`src/rtl/bvand_ic_pkg.sv`:
```
// Shared definitions for the x & s == t Skolem solver: controller states and
// the invertibility-condition reference function.
package bvand_ic_pkg;

    localparam int MAX_W = 64;

    typedef enum logic [1:0] {
        IDLE = 2'd0,
        RUN  = 2'd1,
        DONE = 2'd2
    } state_t;

    // x & s == t has a solution iff no bit of t is set where s is clear.
    function automatic logic ic_ref(input logic [MAX_W-1:0] s, input logic [MAX_W-1:0] t);
        return (t & ~s) == '0;
    endfunction

endpackage

```
`src/rtl/bvand_ic_cell.sv`:
```
// Combinational P-bit Skolem cell: per-bit witness and invertibility flag.
module bvand_ic_cell #(
    parameter int P = 1
) (
    input  logic [P-1:0] s_slice,
    input  logic [P-1:0] t_slice,
    output logic [P-1:0] x_slice,
    output logic [P-1:0] ic_slice
);

    assign x_slice  = t_slice & s_slice;
    assign ic_slice = ~(t_slice & ~s_slice);

endmodule

```
`src/rtl/bvand_ic_solver_seq.sv`:
```
// Sequential controller walking (s, t) P bits per cycle through the Skolem cell,
// producing witness x, ic_ok and a self-check error flag with valid/ready on both sides.
module bvand_ic_solver_seq
    import bvand_ic_pkg::*;
#(
    parameter int W = 4,
    parameter int P = 1
) (
    input  logic         clk,
    input  logic         rst_n,
    input  logic         in_valid,
    output logic         in_ready,
    input  logic [W-1:0] in_s,
    input  logic [W-1:0] in_t,
    input  logic         flush,
    output logic         out_valid,
    input  logic         out_ready,
    output logic [W-1:0] out_x,
    output logic         out_ic_ok,
    output logic         out_chk_err,
    output logic         busy
);

    localparam int NS = W / P;
    localparam int IW = (NS > 1) ? $clog2(NS) : 1;
    localparam logic [IW-1:0] LAST = IW'(NS - 1);

    if (P < 1 || P > W || (W % P) != 0) begin : g_bad_params
        $error("bvand_ic_solver_seq: P must divide W and satisfy 1 <= P <= W");
    end

    state_t        state;
    logic [W-1:0]  s_q, t_q, x_acc;
    logic          ic_acc, chk_acc;
    logic [IW-1:0] idx;

    logic [P-1:0]  s_slice, t_slice, x_slice, ic_slice;
    logic [W-1:0]  x_next;
    logic          ic_next, chk_next;

    assign s_slice = s_q[int'(idx) * P +: P];
    assign t_slice = t_q[int'(idx) * P +: P];

    bvand_ic_cell #(.P(P)) u_cell (
        .s_slice (s_slice),
        .t_slice (t_slice),
        .x_slice (x_slice),
        .ic_slice(ic_slice)
    );

    // NOTE: every always_comb output gets a default first so no latch is inferred.
    always_comb begin
        x_next = x_acc;
        x_next[int'(idx) * P +: P] = x_slice;
    end

    assign ic_next  = ic_acc & (&ic_slice);
    assign chk_next = chk_acc | (|(((x_slice & s_slice) ^ t_slice) & ic_slice));

    assign in_ready = (state == IDLE);
    assign busy     = (state != IDLE);

    // NOTE: sequential state uses non-blocking assignments so all registers update together.
    always_ff @(posedge clk or negedge rst_n) begin
        if (!rst_n) begin
            state       <= IDLE;
            s_q         <= '0;
            t_q         <= '0;
            x_acc       <= '0;
            ic_acc      <= 1'b0;
            chk_acc     <= 1'b0;
            idx         <= '0;
            out_valid   <= 1'b0;
            out_x       <= '0;
            out_ic_ok   <= 1'b0;
            out_chk_err <= 1'b0;
        end else begin
            unique case (state)
                IDLE: begin
                    // flush blocks acceptance even though in_ready is high
                    if (in_valid && !flush) begin
                        s_q     <= in_s;
                        t_q     <= in_t;
                        x_acc   <= '0;
                        ic_acc  <= 1'b1;
                        chk_acc <= 1'b0;
                        idx     <= '0;
                        state   <= RUN;
                    end
                end
                RUN: begin
                    if (flush) begin
                        state <= IDLE;
                    end else begin
                        x_acc   <= x_next;
                        ic_acc  <= ic_next;
                        chk_acc <= chk_next;
                        if (idx == LAST) begin
                            state       <= DONE;
                            out_valid   <= 1'b1;
                            out_x       <= x_next;
                            out_ic_ok   <= ic_next;
                            out_chk_err <= chk_next;
                        end else begin
                            idx <= idx + 1'b1;
                        end
                    end
                end
                DONE: begin
                    if (flush || out_ready) begin
                        state     <= IDLE;
                        out_valid <= 1'b0;
                    end
                end
                default: state <= IDLE;
            endcase
        end
    end

endmodule

```
`config.mk`:
```
export PLATFORM = sky130hd
export DESIGN_NAME = bvand_ic_solver_seq
export DESIGN_NICKNAME = d
export VERILOG_FILES = /design/src/rtl/bvand_ic_pkg.sv /design/src/rtl/bvand_ic_cell.sv /design/src/rtl/bvand_ic_solver_seq.sv
export SDC_FILE = /design/constraint.sdc
export NUM_CORES = 1
export LEC_CHECK = 0
export ABC_AREA = 1
export CORE_MARGIN = 8
export CORE_UTILIZATION = 45
export DETAILED_ROUTE_END_ITERATION = 16
export HOLD_SLACK_MARGIN = 0.15
export PLACE_DENSITY = 0.74
export SETUP_SLACK_MARGIN = 0.02
export SYNTH_ARGS = -nofsm -noshare
export SYNTH_HDL_FRONTEND = slang
export SYNTH_SLANG_ARGS = --single-unit
```
`constraint.sdc`:
```
create_clock -name clk -period 2.3 [get_ports clk]
set_clock_uncertainty 0.05 [all_clocks]
set_input_delay 0.46 -clock clk [delete_from_list [all_inputs] [get_ports clk]]
set_output_delay 0.46 -clock clk [all_outputs]
set_load 0.05 [all_outputs]
```
==> flow_summary.json, run 1 <==
{
  "whs_ps": 423.6,
  "cp-end-kind": "output port",
  "drt-total-wl_um": 2436,
  "min_period_ps": 2034,
  "cp-start-kind": "flop",
  "dr_total_vias": 999,
  "synth_compound_area_share_pct": 3.655,
  "syn_avg_cell_area_um2": 8.162,
  "critical-path-slowest-cell": "clkdlybuf4s50_1",
  "tns_ps": 0,
  "cts_root_buf": "clkbuf_4",
  "multi_input_area_um2": 534.3,
  "viasPerCell": 4.826,
  "h-tree-depth": 1,
  "cts.sink_count": 25,
  "status": "completed",
  "ys_seq_area_share_pct": 50.76,
  "p_int_mw": 0.7924,
  "powerDensity_mw_per_mm2": 918.6,
  "synth-simple-area-share_pct": 34.62,
  "synth.area.top_cells": "dfrtp_1 (51%), nand2_1 (22%), ha_1 (5.1%)",
  "syn_inst": 151,
  "drc": 0,
  "synth_cell_types": 21,
  "crit_fanout": 2,
  "period_share_pct": 88.42,
  "peakVddDrop_mv": 0.5528,
  "synth_area_leader_cell": "dfrtp_1",
  "core_mm2": 0.002686,
  "synth_xor_area_share_pct": 0,
  "grt-ovfl-total": 0,
  "fin_util_pct": 56.08,
  "synth_seq_cells": 25,
  "p_comb_share_pct": 41.5,
  "cts_tree": "done",
  "synthMuxAreaShare_pct": 0,
  "rows": 19,
  "antenna_cells": 0,
  "nNetsFinal": 195,
  "p_total_mw": 1.384,
  "ff_latch_area_um2": 625.6,
  "mostFrequentLayoutCells": "nand2_1 (73), dfrtp_1 (25), clkdlybuf4s50_1 (19), inv_1 (11), nand3_1 (8)",
  "syn_area_mm2": 0.001232,
  "grt_pass1_vias": 999,
  "tightest_slew_ps": 504.0,
  "die_y_um": 68.33,
  "post-dp-hpwl_um": 1833,
  "final_antenna_net_count": 0,
  "path_clk_slew_ps": 140,
  "design_area_mm2": 0.001506,
  "hp-class": "in2async",
  "cp_num_buf_inv": 1,
  "mostFrequentLayoutCell": "nand2_1",
  "grt_usage_pct": 11.58,
  "cp_cell_sequence": "clkdlybuf4s50_1",
  "ctsHoldBuffers": 0,
  "synth_top_family_by_area": "simple AND/OR/NAND/NOR gates",
  "cp_data_required_time_ps": 1790,
  "crit_arrival_ps": 1520,
  "path_class": "reg2out",
  "clock_latency_ps": 320,
  "numCtsBuffers": 3,
  "firstDrtPassIters": 4,
  "critPathMaxStageDelay_ps": 810,
  "start_util_pct": 45.88,
  "grt_pass1_wl_um": 4153,
  "slew_headroom_pct": 66.35,
  "cap_violations": 0,
  "die_w_um": 68.33,
  "post_drt_wl_per_cell_um": 11.77,
  "rsz0062_at_grt": "false",
  "drive_gt1_share_pct": 9.659,
  "fmaxAchievable_ghz": 0.4918,
  "setup_viol": 0,
  "die-area_mm2": 0.004669,
  "p_clk_share_pct": 14.4,
  "areaGrowthSynthToFinish_pct": 22.23,
  "placed_cell_area_mm2": 0.001478,
  "cts.path.max_buffers": 2,
  "gp_congestion": 0.8670,
  "p_leak_nw": 0.8043,
  "post_cts_buffers": 0,
  "grt_max_degree": 26,
  "port_buffers": 21,
  "fill_cells": 254,
  "ys_warn_count": 0,
  "p_seq_share_pct": 44.1,
  "synth_top_area_share_pct": 50.76,
  "pin_count": 22,
  "switching_power_mw": 0.5914,
  "antenna_found_initial": 0,
  "synthesis.nets": 169,
  "hold_violations": 0,
  "crit_family": "buffers and inverters",
  "p_sw_share_pct": 42.74,
  "synth_fa_ha_area_share_pct": 5.076,
  "drt_iter0_drc": 46,
  "slew_violations": 0
}
==> final cells by class <==
class                           instances  area share (%)
Clock buffer                            3           1.495
Sequential cell                        25           41.53
Tap cell                               31           2.575
Multi-Input combinational cell        111           35.47
Timing Repair Buffer                   23           15.03
Clock inverter                          1          0.3322
Inverter                               13           3.571
==> per-layer routing <==
layer	wire (µm)	GRT usage [%]	vias up
li1	-	-	520
met1	1093	12.56	449
met2	1169	20.40	23
met3	108	2.455	7
met4	65	6.650	0
met5	0	0	-
==> final timing paths <==
path	from	endpoint	slack (ps)	depth (start not counted)
setup / recovery	out_ic_ok$_DFFE_PN0P_	out_ic_ok	270	1
hold / removal	rst_n	out_x[3]$_DFFE_PN0P_	420	2
setup reg to reg	idx[0]$_DFFE_PN0P_	x_acc[0]$_DFFE_PN0P_	580	7
hold reg to reg	out_x[1]$_DFFE_PN0P_	out_x[1]$_DFFE_PN0P_	450	2
max in group asynchronous	rst_n	s_q[0]$_DFFE_PN0P_	1530	2
min in group clk	out_x[1]$_DFFE_PN0P_	out_x[1]$_DFFE_PN0P_	450	2
==> power groups by stage <==
stage / sequential [mW] / clock [mW] / combinational, mW
3_3_place_gp: 0.617 / 0 / 0.569
3_5_place_dp: 0.617 / 0 / 0.582
4_1_cts: 0.610 / 0.208 / 0.583
2_1_floorplan: 0.661 / 0 / 0.385
6_report: 0.610 / 0.199 / 0.575
5_1_grt: 0.626 / 0.226 / 0.636
==> Yosys cell counts (all sizes together) <==
cell type and number:
dfrtp 25, o21ai 5, nand2 77, inv 12
o22a 1, o31ai 1, buf 2, clkinv 1
ha 5, nand4 2, nand3 9, nor3 2
nor2 9
==> stage by stage <==
stage,setup slack (ps),cells
after floorplan,499.1,151
after global placement,376.6,203
after detailed placement,375.9,203
after CTS,46.76,207
after global routing,208.0,207
final,266.4,207
==> kinds of logic after synthesis <==
| logic type | count (synthesis) |
|---|---|
| adder cells (fa/ha/maj) | 5 |
| flip-flops | 25 |
| buffers and inverters | 15 |
| AO/OA/AOI/OAI | 7 |
| AND/OR/NAND/NOR | 99 |
==> sequential cells by signal (all words and copies together), names as in the netlist <==
name and cells:
state 2, out_valid 1, t_q 4, out_ic_ok 1
chk_acc 1, x_acc 4, out_x 4, ic_acc 1
out_chk_err 1, idx 2, s_q 4
==> what timing repair did <==
| action | CTS | global route |
|---|---|---|
| gates resized for setup | 1 | 1 |
| setup endpoints to repair | 1 | 1 |
| gates cloned | 0 | 0 |
==> worst register-to-register path: cells and delay by family (launching register included) <==
family | cells | cell delay, ps
and+or+nand+nor | 5 | 460
buffers and inverters | 1 | 160
DFF | 1 | 620
adders and majority gates | 1 | 390
(Power assumes the default switching activity.)
==> run 2: changes to the inputs <==
CORE_UTILIZATION = 55   (was 45)
PLACE_DENSITY = 0.87   (was 0.74)
==> run 2 against run 1 <==
Compared with the run above: via count up 2.9%; setup slack better by 7.4 ps; sequential power about the same; critical path depth unchanged; die area down 14%; critical endpoint is now out_valid; largest cell class unchanged.
==> flow_summary.json, run 2 (synthesis gave the netlist of run 1 again) <==
{
  "status": "completed",
  "cts.sink_count": 25,
  "final_antenna_net_count": 0,
  "fin_cells": 204,
  "dr_total_vias": 1028,
  "cts_tree": "done",
  "gp_congestion": 0.8756,
  "drc": 0,
  "slew_violations": 0,
  "p_leak_nw": 0.8043,
  "ff_latch_area_um2": 625.6,
  "tightest_slew_ps": 504.3,
  "clock_latency_ps": 320,
  "antenna_found_initial": 0,
  "grt_pass1_vias": 1033,
  "crit_arrival_ps": 1520,
  "grt_use_met1_pct": 13.31,
  "die_y_um": 63.34,
  "pin_count": 22,
  "viasPerCell": 5.039,
  "grt_busiest_layer": "met2",
  "path_clk_slew_ps": 140,
  "h-tree-depth": 1,
  "grt_pass1_wl_um": 4271,
  "numCtsBuffers": 3,
  "post-dp-hpwl_um": 1905,
  "nNetsFinal": 195,
  "cp_data_required_time_ps": 1790,
  "drt-total-wl_um": 2490,
  "rows": 17,
  "antenna_cells": 0,
  "firstDrtPassIters": 4,
  "path_class": "reg2out",
  "min_period_ps": 2026,
  "cap_violations": 0,
  "cp_cell_sequence": "clkdlybuf4s50_1",
  "ctsHoldBuffers": 0,
  "peakVddDrop_mv": 0.5627,
  "slew_headroom_pct": 66.33,
  "whs_ps": 437.7,
  "place_inst": 200,
  "path_depth": 1,
  "grtUsageMet2_pct": 23.95,
  "r2r-start": "idx[0]$_DFFE_PN0P_",
  "drive_gt1_share_pct": 9.659,
  "areaGrowthSynthToFinish_pct": 21.93,
  "crit_family": "buffers and inverters",
  "post_drt_wl_per_cell_um": 12.21,
  "hp-class": "in2async",
  "hold_violations": 0,
  "grt_max_degree": 26,
  "mostFrequentLayoutCell": "nand2_1",
  "die-area_mm2": 0.004011,
  "cts.path.max_buffers": 2,
  "powerDensity_mw_per_mm2": 924.3,
  "r2r_cells": 7,
  "cp_num_buf_inv": 1,
  "rrSetupSlack_ps": 510,
  "fill_cells": 192,
  "crit_fanout": 2,
  "dp_slack_ps": 376.9,
  "cp-end-kind": "output port",
  "grt_usage_pct": 12.84,
  "period_share_pct": 88.09,
  "setup_slack_ps": 273.9,
  "critPathMaxStageDelay_ps": 810,
  "use_met3_pct": 3.004,
  "cp-start-kind": "flop",
  "die_w_um": 63.34,
  "drt_iter0_drc": 16,
  "mostFrequentLayoutCells": "nand2_1 (73), dfrtp_1 (25), clkdlybuf4s50_1 (19), inv_1 (11), nand3_1 (8)",
  "core_mm2": 0.002170,
  "port_buffers": 21,
  "grt-ovfl-total": 0,
  "tns_ps": 0,
  "start_util_pct": 56.81,
  "r2r-end": "x_acc[3]$_DFFE_PN0P_",
  "multi_input_area_um2": 534.3,
  "critical-path-slowest-cell": "clkdlybuf4s50_1",
  "fmaxAchievable_ghz": 0.4936,
  "setup_viol": 0,
  "rsz0062_at_grt": "false",
  "cts_root_buf": "clkbuf_4"
}
## run 2: worst max-delay path by stage
stage,from,to
CTS,state[1]$_DFFE_PN0P_,busy
finish,out_valid$_DFFE_PN0P_,out_valid
global placement,state[1]$_DFFE_PN0P_,in_ready
detailed placement,state[1]$_DFFE_PN0P_,in_ready
global route,out_valid$_DFFE_PN0P_,out_valid
floorplan,state[1]$_DFFE_PN0P_,busy
## run 2: final cells by class
type	instances	area share [%]
multi-input combinational	111	35.55
tap	28	2.331
clock inverter	1	0.3331
clock buffer	3	1.499
timing repair buffer	23	15.07
inverter	13	3.580
sequential	25	41.63
## run 2: layer usage
| layer | share of wire (%) | up-vias |
|---|---|---|
| met2 | 52 | 21 |
| met4 | 1.8 | 0 |
| met1 | 42 | 488 |
| met3 | 3.8 | 5 |
| li1 | - | 514 |
| met5 | 0 | - |
## run 2: timing repair
| item | in CTS | in global routing |
|---|---|---|
| resized for setup | 1 | 1 |
| buffers inserted | 0 | 0 |
| endpoints found under the setup margin | 1 | 1 |
## run 2: through the flow
| step | area, µm² | utilization [%] | power [mW] |
|---|---|---|---|
| floorplan | 1232 | - | 1.046 |
| global placement | 1474 | 67.94 | 1.180 |
| detailed placement | 1474 | 67.94 | 1.204 |
| CTS | 1500 | 69.15 | 1.402 |
| global route | 1503 | 69.26 | 1.481 |
| finish | 1503 | 69.26 | 1.389 |
## run 2: report_power, final
part	leakage [nW]	switching (mW)	total, mW	internal [mW]
Combinational	0.460	0.379	0.581	0.202
Sequential	0.326	0.0859	0.612	0.526
Clock	0.0177	0.131	0.196	0.0652
==> run 3: changes to the inputs <==
CORE_UTILIZATION = 60   (was 55)
DONT_BUFFER_PORTS = 1   (was default)
PLACE_DENSITY = 0.8   (was 0.87)
==> run 3 against run 2 <==
Compared with the run above: worst hold slack got worse by 260 ps; critical path depth is 7 higher; die area decreased by 6.3%; utilization shrank 1.3 points; global-route usage up 0.92 points; first-iteration DRC count is 38% higher; routed wire length decreased by 10%; power shrank 6.2%; setup slack better by 290 ps; sequential share of layout area grew 5.8 points; sequential cell count did not move; sequential power is 13% higher; largest cell class unchanged; largest power group unchanged; highest routed layer unchanged.
==> flow_summary.json, run 3 (synthesis gave the netlist of run 1 again) <==
{
  "drive_gt1_share_pct": 10.83,
  "grt_pass1_wl_um": 3870,
  "grt_busiest_layer": "met2",
  "r2r-start": "idx[0]$_DFFE_PN0P_",
  "place_inst": 178,
  "path_clk_slew_ps": 120,
  "p_leak_nw": 0.7227,
  "fmaxAchievable_ghz": 0.5775,
  "core_mm2": 0.001942,
  "tns_ps": 0,
  "path_class": "reg2reg",
  "fin_cells": 184,
  "nNetsFinal": 176,
  "numCtsBuffers": 3,
  "antenna_found_initial": 0,
  "cp-start-kind": "flop",
  "rrSetupSlack_ps": 570,
  "critPathLaunch": "idx[0]$_DFFE_PN0P_",
  "drc": 0,
  "start_util_pct": 63.47,
  "design_area_mm2": 0.001319,
  "final_antenna_net_count": 0,
  "status": "completed",
  "die_y_um": 61.32,
  "rsz0062_at_grt": "false",
  "tightest_slew_ps": 482.3,
  "fin_util_pct": 67.91,
  "firstDrtPassIters": 4,
  "r2r_cells": 8,
  "drt-total-wl_um": 2234,
  "use_met3_pct": 3.967,
  "crit_fanout": 11,
  "cts.sink_count": 25,
  "crit_arrival_ps": 1940,
  "h-tree-depth": 1,
  "cap_violations": 0,
  "port_buffers": 0,
  "viasPerCell": 5.130,
  "powerDensity_mw_per_mm2": 988.2,
  "grt_pass1_vias": 971,
  "cts_root_buf": "clkbuf_4",
  "dr_total_vias": 944,
  "cts_tree": "done",
  "die-area_mm2": 0.003760,
  "grt-ovfl-total": 0,
  "cp_data_required_time_ps": 2500,
  "cp-endpoint": "x_acc[1]$_DFFE_PN0P_",
  "antenna_cells": 0,
  "grtUsageMet2_pct": 23.88,
  "mostFrequentLayoutCell": "nand2_1",
  "hp-class": "in2reg",
  "pin_count": 22,
  "areaGrowthSynthToFinish_pct": 7.005,
  "rows": 16,
  "holdPathStages": 1,
  "placed_cell_area_mm2": 0.001262,
  "cp-end-kind": "flop",
  "fill_cells": 173,
  "clock_latency_ps": 310,
  "period_share_pct": 75.29,
  "grt_max_degree": 26,
  "slew_violations": 0,
  "drt_iter0_drc": 22,
  "setup_viol": 0,
  "post-dp-hpwl_um": 1735,
  "cts.path.max_buffers": 2,
  "grt_usage_pct": 13.76,
  "min_period_ps": 1732,
  "grt_use_met1_pct": 15.18,
  "slew_headroom_pct": 67.85,
  "post_cts_buffers": 0,
  "post_drt_wl_per_cell_um": 12.14,
  "mostFrequentLayoutCells": "nand2_1 (73), dfrtp_1 (25), inv_1 (11), nand3_1 (8), nor2_1 (7)",
  "die_w_um": 61.32,
  "p_total_mw": 1.303,
  "gp_congestion": 0.8219,
  "peakVddDrop_mv": 0.7396,
  "r2r-end": "x_acc[1]$_DFFE_PN0P_",
  "hold_violations": 0
}
## run 3: timing repair
item	in CTS	in global routing
hold buffers	2	0
endpoints found under the hold margin	25	0
gates resized for setup	0	0
## run 3: final cells by class
| class | count | area (µm²) | share of cell area [%] |
|---|---|---|---|
| clock buffers | 4 | 26.28 | 1.992 |
| inverters | 13 | 53.80 | 4.080 |
| multi-input cells | 111 | 534.3 | 40.51 |
| flip-flops and latches | 25 | 625.6 | 47.44 |
| well taps | 27 | 33.78 | 2.562 |
| repair buffers | 4 | 45.04 | 3.416 |
## run 3: power by group
| group | leakage [nW] | total (mW) | internal [mW] | switching (mW) |
|---|---|---|---|---|
| Clock | 0.0150 | 0.187 | 0.0677 | 0.119 |
| Combinational | 0.381 | 0.426 | 0.147 | 0.279 |
| Sequential | 0.326 | 0.691 | 0.524 | 0.166 |
| Total | 0.723 | 1.30 | 0.739 | 0.564 |
## run 3: worst min path at each step
stage	start	slack [ps]	endpoint
after CTS	out_ready	170	state[1]$_DFFE_PN0P_
after global routing	out_ready	160	state[1]$_DFFE_PN0P_
after detailed placement	rst_n	120	state[1]$_DFFE_PN0P_
final	out_ready	180	state[1]$_DFFE_PN0P_
after global placement	rst_n	120	state[1]$_DFFE_PN0P_
after floorplan	rst_n	110	chk_acc$_DFFE_PN0P_
## run 3: metal layers
metal,share of wire (%),vias up
li1,-,480
met1,44,432
met2,49,28
met3,5.1,4
met4,1.2,0
met5,0,-
## run 3: critical path, cell delays in order (launching register included)
cell	delay, ps
dfrtp_1	610
clkinv_4	150
ha_1	390
nand2_1	90
inv_1	60
nand4_1	100
nand2_1	110
nand2_1	50
nand2_1	60
## run 3: metrics by stage
stage / setup slack, ps / hold slack [ps]
after global routing: 386.8 / 162.5
after global placement: 695.2 / 115.2
after detailed placement: 595.5 / 115.3
final: 568.4 / 180.2
after floorplan: 499.1 / 114.4
after CTS: 562.3 / 171.0
